### src/rtl/gps_pkg.sv
// Shared definitions for the GPS serial front end: UART receiver states,
// NMEA character constants and small helpers used by the receiver and parser.
package gps_pkg;

    typedef enum logic [2:0] {
        ST_IDLE,
        ST_START,
        ST_DATA,
        ST_STOP,
        ST_BREAK
    } uart_state_t;

    localparam logic [7:0] ASCII_DOLLAR = 8'h24;
    localparam logic [7:0] ASCII_G      = 8'h47;
    localparam logic [7:0] ASCII_P      = 8'h50;
    localparam logic [7:0] ASCII_R      = 8'h52;
    localparam logic [7:0] ASCII_M      = 8'h4D;
    localparam logic [7:0] ASCII_C      = 8'h43;
    localparam logic [7:0] ASCII_COMMA  = 8'h2C;
    localparam logic [7:0] ASCII_CR     = 8'h0D;
    localparam logic [7:0] ASCII_LF     = 8'h0A;
    localparam logic [7:0] ASCII_ZERO   = 8'h30;

    // Rounded clock divisor producing one tick per oversample period.
    function automatic int baud_div(input int clk_hz, input int baud, input int os);
        return (clk_hz + (baud * os) / 2) / (baud * os);
    endfunction

    function automatic logic majority3(input logic a, input logic b, input logic c);
        return (a & b) | (a & c) | (b & c);
    endfunction

endpackage

### src/rtl/baud_tick_gen.sv
// Oversample tick generator: one-cycle tick every DIV clocks, held at phase
// zero while clr is high so the first tick lands a fixed time after clr drops.
module baud_tick_gen
    import gps_pkg::*;
#(
    parameter int CLK_HZ     = 50_000_000,
    parameter int BAUD       = 9600,
    parameter int OVERSAMPLE = 16
) (
    input  logic clk,
    input  logic rst,
    input  logic clr,
    output logic tick
);

    localparam int DIV = baud_div(CLK_HZ, BAUD, OVERSAMPLE);
    localparam int W   = (DIV > 1) ? $clog2(DIV) : 1;
    localparam logic [W-1:0] LAST = W'(DIV - 1);

    logic [W-1:0] cnt;

    // NOTE: sequential state is only ever written with non-blocking
    // assignments so every flop samples the pre-edge values of its peers.
    always_ff @(posedge clk) begin
        if (rst || clr) begin
            cnt <= '0;
        end else if (cnt == LAST) begin
            cnt <= '0;
        end else begin
            cnt <= cnt + W'(1);
        end
    end

    assign tick = !clr && (cnt == LAST);

endmodule

### src/rtl/gps_uart_rx.sv
// 8N1 UART receiver for the GPS serial line: 2-FF synchroniser, 16x
// oversampling, 3-sample majority vote, glitch rejection and framing check.
module gps_uart_rx
    import gps_pkg::*;
#(
    parameter int CLK_HZ     = 50_000_000,
    parameter int BAUD       = 9600,
    parameter int OVERSAMPLE = 16
) (
    input  logic       clk,
    input  logic       rst,
    input  logic       rx_in,
    output logic [7:0] rx_data,
    output logic       rx_valid,
    output logic       frame_err,
    output logic       busy
);

    localparam logic [3:0] S_V7 = 4'd7;
    localparam logic [3:0] S_V8 = 4'd8;
    localparam logic [3:0] S_V9 = 4'd9;

    uart_state_t state;
    logic        sync1;
    logic        rxs;
    logic        rxs_prev;
    logic [3:0]  s;
    logic [2:0]  n;
    logic        v7;
    logic        v8;
    logic [7:0]  shreg;
    logic        tick;
    logic        clr;
    logic        vote;
    logic        mid_bit;

    assign clr     = (state == ST_IDLE);
    assign vote    = majority3(v7, v8, rxs);
    assign mid_bit = tick && (s == S_V9);

    baud_tick_gen #(
        .CLK_HZ     (CLK_HZ),
        .BAUD       (BAUD),
        .OVERSAMPLE (OVERSAMPLE)
    ) u_tick (
        .clk  (clk),
        .rst  (rst),
        .clr  (clr),
        .tick (tick)
    );

    always_ff @(posedge clk) begin
        if (rst) begin
            sync1     <= 1'b1;
            rxs       <= 1'b1;
            rxs_prev  <= 1'b1;
            state     <= ST_IDLE;
            s         <= '0;
            n         <= '0;
            v7        <= 1'b1;
            v8        <= 1'b1;
            shreg     <= '0;
            rx_data   <= '0;
            rx_valid  <= 1'b0;
            frame_err <= 1'b0;
            busy      <= 1'b0;
        end else begin
            sync1     <= rx_in;
            rxs       <= sync1;
            rxs_prev  <= rxs;
            rx_valid  <= 1'b0;
            frame_err <= 1'b0;

            if (tick) begin
                s <= s + 4'd1;
                if (s == S_V7) v7 <= rxs;
                if (s == S_V8) v8 <= rxs;
            end

            case (state)
                ST_IDLE: begin
                    busy <= 1'b0;
                    s    <= '0;
                    n    <= '0;
                    if (rxs_prev && !rxs) begin
                        state <= ST_START;
                        busy  <= 1'b1;
                    end
                end

                ST_START: begin
                    if (mid_bit) begin
                        if (!vote) begin
                            state <= ST_DATA;
                            n     <= '0;
                        end else begin
                            // Start bit did not hold to mid-bit: a glitch.
                            state <= ST_IDLE;
                            busy  <= 1'b0;
                        end
                    end
                end

                ST_DATA: begin
                    if (mid_bit) begin
                        shreg <= {vote, shreg[7:1]};
                        if (n == 3'd7) begin
                            state <= ST_STOP;
                        end else begin
                            n <= n + 3'd1;
                        end
                    end
                end

                ST_STOP: begin
                    if (mid_bit) begin
                        if (vote) begin
                            rx_data  <= shreg;
                            rx_valid <= 1'b1;
                            state    <= ST_IDLE;
                            busy     <= 1'b0;
                        end else begin
                            frame_err <= 1'b1;
                            state     <= ST_BREAK;
                        end
                    end
                end

                ST_BREAK: begin
                    // A held-low line reports one error, then waits for idle.
                    if (rxs) begin
                        state <= ST_IDLE;
                        busy  <= 1'b0;
                    end
                end

                default: begin
                    state <= ST_IDLE;
                    busy  <= 1'b0;
                end
            endcase
        end
    end

endmodule
### config.mk
export PLATFORM = sky130hd
export DESIGN_NAME = gps_uart_rx
export DESIGN_NICKNAME = d
export VERILOG_FILES = /design/src/rtl/gps_pkg.sv /design/src/rtl/baud_tick_gen.sv /design/src/rtl/gps_uart_rx.sv
export SDC_FILE = /design/constraint.sdc
export NUM_CORES = 1
export LEC_CHECK = 0
export CORE_MARGIN = 2
export CORE_UTILIZATION = 50
export CTS_BUF_LIST = sky130_fd_sc_hd__clkbuf_4 sky130_fd_sc_hd__clkbuf_8 sky130_fd_sc_hd__clkbuf_16
export DETAILED_ROUTE_END_ITERATION = 8
export GPL_ROUTABILITY_DRIVEN = 0
export PLACE_DENSITY = 0.72
export SLEW_MARGIN = 20
export SYNTH_ARGS = -nofsm -noshare
export SYNTH_HDL_FRONTEND = slang
export SYNTH_SLANG_ARGS = --single-unit
### constraint.sdc
create_clock -name clk -period 1.7 [get_ports clk]
set_clock_uncertainty 0.1 [all_clocks]
set_input_delay 0.34 -clock clk [delete_from_list [all_inputs] [get_ports clk]]
set_output_delay 0.34 -clock clk [all_outputs]
set_load 0.01 [all_outputs]
==> results.json, run 1 <==
{
  "grt_max_degree": 23,
  "synth_top_area_share_pct": 44.97,
  "crit_path_top_delay_cell": "or3_1",
  "via_per_inst": 5.305,
  "max_slew_margin_pct": 82.25,
  "dp_hpwl_mm": 2.625,
  "antenna_found_initial": 0,
  "startpoint_type": "flip-flop",
  "hold_class": "flip-flop to flip-flop",
  "grt_pass1_wl_mm": 6.272,
  "regArea_um2": 864.6,
  "cpLargestDelayFamily": "compound AO/OA/AOI/OAI gates",
  "timing.final.crit_share_pct": 96.81,
  "drtIter0Drc": 103,
  "yosysWarnings": 0,
  "syn_nets": 220,
  "synth_top_area_cell": "dfxtp_1",
  "reg2reg_from": "rxs",
  "io-pin-count": 14,
  "rsz0062_at_grt": "true",
  "synthTopCellsByArea": "dfxtp_1 (45%), nor2_1 (5.3%), mux2i_1 (4.7%), ha_1 (4.6%), nand3_1 (4.4%)",
  "hold_violations": 0,
  "htree_levels": 2,
  "ant_nets": 0,
  "grt-ovfl-total": 0,
  "first_pass_iters": 4,
  "synth.cell_area_um2": 1914,
  "worst_slack_ns": 0.05431,
  "use_met3_pct": 5.622,
  "yosysMostFrequentCell": "dfxtp_1",
  "critPathArrivalTime_ns": 1.78,
  "synth_edf_count": 0,
  "met1_usage_pct": 25.48,
  "max_freq_mhz": 607.6,
  "fin_cells": 295,
  "tightest_slew_ns": 0.2626,
  "io_buffers": 13,
  "drive_gt1_share_pct": 22.27,
  "power_leakage_nw": 0.9919,
  "cp_cell_sequence": "maj3_2 > o32a_4 > or3_1 > a21oi_1",
  "stdcell_area_um2": 2390,
  "ir_worst_vdd_mv": 0.7477,
  "reg2reg_depth": 4,
  "endpoint": "n[1]",
  "path_max_fanout": 4,
  "cts-root-buf": "clkbuf_8",
  "gr-max-usage-layer": "met2",
  "holdWs_ns": 0.3206,
  "finalSetupViolCount": 0,
  "power.density_nw_per_um2": 755.7,
  "row_count": 22,
  "vias": 1565,
  "first_global_vias": 1414,
  "yosysSeqAreaShare_pct": 44.97,
  "async_flop_share_pct": 0,
  "track_usage_pct": 19.07,
  "use_met2_pct": 28.66,
  "rrSetupSlack_ns": 0.05,
  "slowest_delay_ns": 0.37,
  "drc": 0,
  "placed_cells": 286,
  "total_power_mw": 1.806,
  "diodes": 0,
  "criticalPathCategory": "flip-flop to flip-flop",
  "syn_to_final_growth_pct": 24.84,
  "core_um2": 3661,
  "wl_per_cell_um": 12.48,
  "die_area_um2": 4340,
  "fin_nets": 256,
  "synth_commonest_cells": "dfxtp_1 (43), nor2_1 (27), nand3_1 (17), a21oi_1 (13), mux2i_1 (9)",
  "dpl_cell_area_um2": 2258,
  "cts.path.max_buffers": 2,
  "synth-seq-cells": 43,
  "routed_wirelength_mm": 3.681,
  "tns_ns": 0,
  "final_core_utilization_pct": 65.28,
  "die_y_um": 65.88,
  "fp.dieW_um": 65.88,
  "cts_tree": "built",
  "maxCapViolCount": 0,
  "status": "complete, no violations",
  "synth_cell_types": 41,
  "finalCriticalPeriod_ns": 1.646,
  "multi_input_area_um2": 1003,
  "clock_latency_ns": 0.31,
  "n_fill_cell": 316,
  "start_util_pct": 52.29,
  "pre_cts_slack_ns": -0.04035,
  "cts_buffers": 5,
  "cts_num_sinks": 43,
  "slew_viol_final": 0,
  "cp.depth": 4,
  "ys_dominant_reg_cell": "dfxtp_1",
  "synthCells": 210,
  "path_clk_slew_ns": 0.09,
  "worstReg2RegEnd": "n[1]",
  "cts_hold_buf": 0,
  "path_buf_inv": 0,
  "worstSetupStartpoint": "rxs",
  "synth.avg_cell_area_um2": 9.116,
  "cp.required_ns": 1.84,
  "endpoint_kind": "flip-flop"
}
[how the worst min path moves through the flow]
stage	slack [ns]	from	to	cells past startpoint
floorplan	0.29	sync1	rxs	1
global placement	0.30	sync1	rxs	1
detailed placement	0.30	sync1	rxs	1
CTS	0.32	sync1	rxs	1
global route	0.34	sync1	rxs	1
finish	0.32	sync1	rxs	1
[cell type report]
cell class / count / area share [%]
Clock buffer: 5 / 2.880
Tap cell: 48 / 2.513
Inverter: 5 / 0.7853
Sequential cell: 43 / 36.18
Multi-Input combinational cell: 149 / 41.99
Clock inverter: 3 / 1.099
Timing Repair Buffer: 42 / 14.56
[worst register-to-register path: cells and delay by family, from the launching register on]
kind | cells | cell delay (ns)
flops | 1 | 0.34
fa+ha+maj | 1 | 0.32
simple gates | 1 | 0.37
compound gates | 2 | 0.44
[metal layers]
layer | up-vias | part of all wire (%)
met5 | - | 0
met4 | 0 | 1.4
met2 | 22 | 46
li1 | 815 | -
met3 | 5 | 3.4
met1 | 723 | 49
[cells in the final DEF, fill, tap and decap left out, types with 3 or more instances in the layout]
cell type / instances
or3_1: 3
dfxtp_2: 3
o21ai_0: 7
buf_4: 29
nand2b_1: 3
xor2_1: 8
a21oi_1: 13
nand2_1: 6
inv_1: 5
or2_2: 4
nor3_1: 3
mux2i_1: 9
o21ai_1: 5
clkbuf_8: 5
nor2_1: 27
dfxtp_1: 40
ha_1: 6
nand3_1: 16
nand4_1: 5
clkdlybuf4s50_1: 13
[state kept, by name, indices dropped and copies added, names as in the netlist]
signal and count:
v7 1, u_tick.cnt 9, rxs 1, sync1 1
rxs_prev 1, busy 1, rx_valid 1, v8 1
state 3, rx_data 8, s 4, frame_err 1
shreg 8, n 3
[what timing repair did]
| action | CTS | global route |
|---|---|---|
| buffers inserted | 0 | 1 |
| pin swaps | 1 | 6 |
| gates resized for setup | 0 | 11 |
| setup endpoints to repair | 5 | 23 |
[power by group]
part | switching, mW | internal, mW
clock network | 0.376 | 0.302
logic | 0.0498 | 0.0526
registers | 0.00960 | 1.02
total | 0.436 | 1.37
[cells by family after synthesis]
group	Yosys count	synth area share, %
and+or+nand+nor	85	24.38
muxes	9	4.706
buffers and inverters	18	3.922
xor gates and xnor gates	10	4.575
AOI/OAI and AO/OA	37	12.29
adders and majority gates	8	5.163
DFF	43	44.97
Note: power is estimated with default switching activity, not from simulation.
==> run 2, diff against run 1 <==
--- a/config.mk
+++ b/config.mk
@@ -5,6 +5,7 @@
 export SDC_FILE = /design/constraint.sdc
 export NUM_CORES = 1
 export LEC_CHECK = 0
+export CORE_ASPECT_RATIO = 0.8
 export CORE_MARGIN = 2
 export CORE_UTILIZATION = 50
 export CTS_BUF_LIST = sky130_fd_sc_hd__clkbuf_4 sky130_fd_sc_hd__clkbuf_8 sky130_fd_sc_hd__clkbuf_16
==> run 2 against run 1 <==
  * First-iteration DRC count fell by 48%
  * Sequential cell count did not move
  * Core utilization is 0.11 points lower
  * Via count rose by 0.45%
  * Wire length is 2.1% higher
  * Sequential power hardly changed
  * Count of clock-buffer cells in the layout rose by 1
  * Setup slack worse by 0.023 ns
  * Combinational power rose by 5%
  * Worst hold slack improved by 0.0076 ns
==> results.json, run 2 (synthesis results as in run 1) <==
{
  "max_slew_margin_pct": 81.08,
  "cp_cell_sequence": "maj3_2 > o32a_4 > or3_1 > a21oi_2",
  "row_count": 20,
  "antenna_found_initial": 0,
  "slew_viol_final": 0,
  "cts.path.max_buffers": 2,
  "power_leakage_nw": 1.010,
  "power.density_nw_per_um2": 726.9,
  "die_area_um2": 4343,
  "slowest_delay_ns": 0.39,
  "drive_gt1_share_pct": 23.89,
  "fp.dieW_um": 73.18,
  "cpLargestDelayFamily": "compound AO/OA/AOI/OAI gates",
  "largest_register_ff_count": 9,
  "htree_levels": 2,
  "path_buf_inv": 0,
  "finalCriticalPeriod_ns": 1.669,
  "critPathArrivalTime_ns": 1.80,
  "maxCapViolCount": 0,
  "final_core_utilization_pct": 65.17,
  "mostFrequentLayoutCells": "dfxtp_1 (38), nor2_1 (27), buf_4 (27), nand3_1 (17), clkdlybuf4s50_1 (13)",
  "regArea_um2": 867.1,
  "endpoint_kind": "flip-flop",
  "cp.required_ns": 1.83,
  "timing.final.crit_share_pct": 98.15,
  "core_um2": 3729,
  "fin_nets": 257,
  "hold_class": "flip-flop to flip-flop",
  "layout_commonest_cell": "dfxtp_1",
  "largestRegisters": "u_tick.cnt (9), rx_data (8), shreg (8)",
  "syn_to_final_growth_pct": 26.93,
  "worstSetupStartpoint": "v7",
  "cts_tree": "built",
  "reg2reg_from": "v7",
  "diodes": 0,
  "grt-ovfl-total": 0,
  "grt_pass1_wl_mm": 6.472,
  "largest_register": "u_tick.cnt",
  "criticalPathCategory": "flip-flop to flip-flop",
  "total_power_mw": 1.766,
  "hp-start": "sync1",
  "hold_violations": 0,
  "rsz0062_at_grt": "true",
  "grt_max_degree": 19,
  "crit_path_top_delay_cell": "or3_1",
  "holdWs_ns": 0.3281,
  "startpoint_type": "flip-flop",
  "path_clk_slew_ns": 0.08,
  "first_global_vias": 1430,
  "routed_wirelength_mm": 3.760,
  "drc": 0,
  "tns_ns": 0,
  "path_max_fanout": 5,
  "io-pin-count": 14,
  "cts-root-buf": "clkbuf_8",
  "clock_latency_ns": 0.29,
  "max_freq_mhz": 599.3,
  "n_fill_cell": 313,
  "dp_hpwl_mm": 2.759,
  "first_pass_iters": 4,
  "finalSetupViolCount": 0,
  "wl_per_cell_um": 12.92,
  "track_usage_pct": 19.45,
  "io_buffers": 13,
  "via_per_inst": 5.402,
  "ant_nets": 0,
  "vias": 1572,
  "die_y_um": 59.35,
  "ir_worst_vdd_mv": 0.4348,
  "start_util_pct": 51.34,
  "tightest_slew_ns": 0.2826,
  "cts_num_sinks": 43,
  "rrSetupSlack_ns": 0.03,
  "cts_buffers": 5,
  "status": "complete, no violations",
  "multi_input_area_um2": 1017,
  "cts_hold_buf": 0,
  "drtIter0Drc": 54
}
run 2: changes by cell type in the layout (fill, tap and decap cells not counted), moves of 2 or more:
cell     delta
dfxtp_1     -2
inv_6       -2
buf_12      +2
dfxtp_2     +2
buf_4       -2
run 2: worst register-to-register path: stages, from the launching register on:
cell,delay (ns)
dfxtp_1,0.33
maj3_2,0.34
o32a_4,0.34
or3_1,0.39
a21oi_2,0.12
run 2: repair_timing:
action                     CTS  global route
setup endpoints to repair    8            12
setup buffers                0             2
pin swaps                    1             6
resized for setup            4            15
run 2: path summary, 6_finish.rpt:
check | to | cells past startpoint
setup / recovery | n[1] | 4
hold / removal | rxs | 1
setup reg to reg | n[1] | 4
hold reg to reg | rxs | 1
run 2: report_power, final:
| group | internal [mW] | switching [mW] | total (mW) |
|---|---|---|---|
| registers | 1.02 | 0.00971 | 1.03 |
| logic | 0.0555 | 0.0518 | 0.107 |
| clock network | 0.318 | 0.315 | 0.633 |
run 2: stage by stage:
stage | worst slack, ns | instance area (um^2) | cells
after floorplan | 0.005496 | 1914 | 210
after global placement | 0.02088 | 2278 | 282
after detailed placement | -0.05576 | 2278 | 282
after CTS | 0.01572 | 2381 | 289
after global routing | -0.004012 | 2430 | 291
final | 0.03148 | 2430 | 291
run 2: area by class of cell:
| cell class | instances | share of cell area [%] |
|---|---|---|
| multi-input combinational | 149 | 41.86 |
| clock inverter | 1 | 0.2060 |
| tap | 44 | 2.266 |
| timing repair buffer | 43 | 15.81 |
| sequential | 43 | 35.68 |
| inverter | 5 | 0.7724 |
| clock buffer | 6 | 3.399 |
run 2: routing by layer:
metal,part of all wire [%],up-vias,GRT usage [%],wire [um]
li1,-,811,-,-
met1,49,733,25.69,1859
met2,45,21,30.37,1710
met3,3.5,7,4.762,131
met4,1.6,0,8.466,59
met5,0,-,0,0
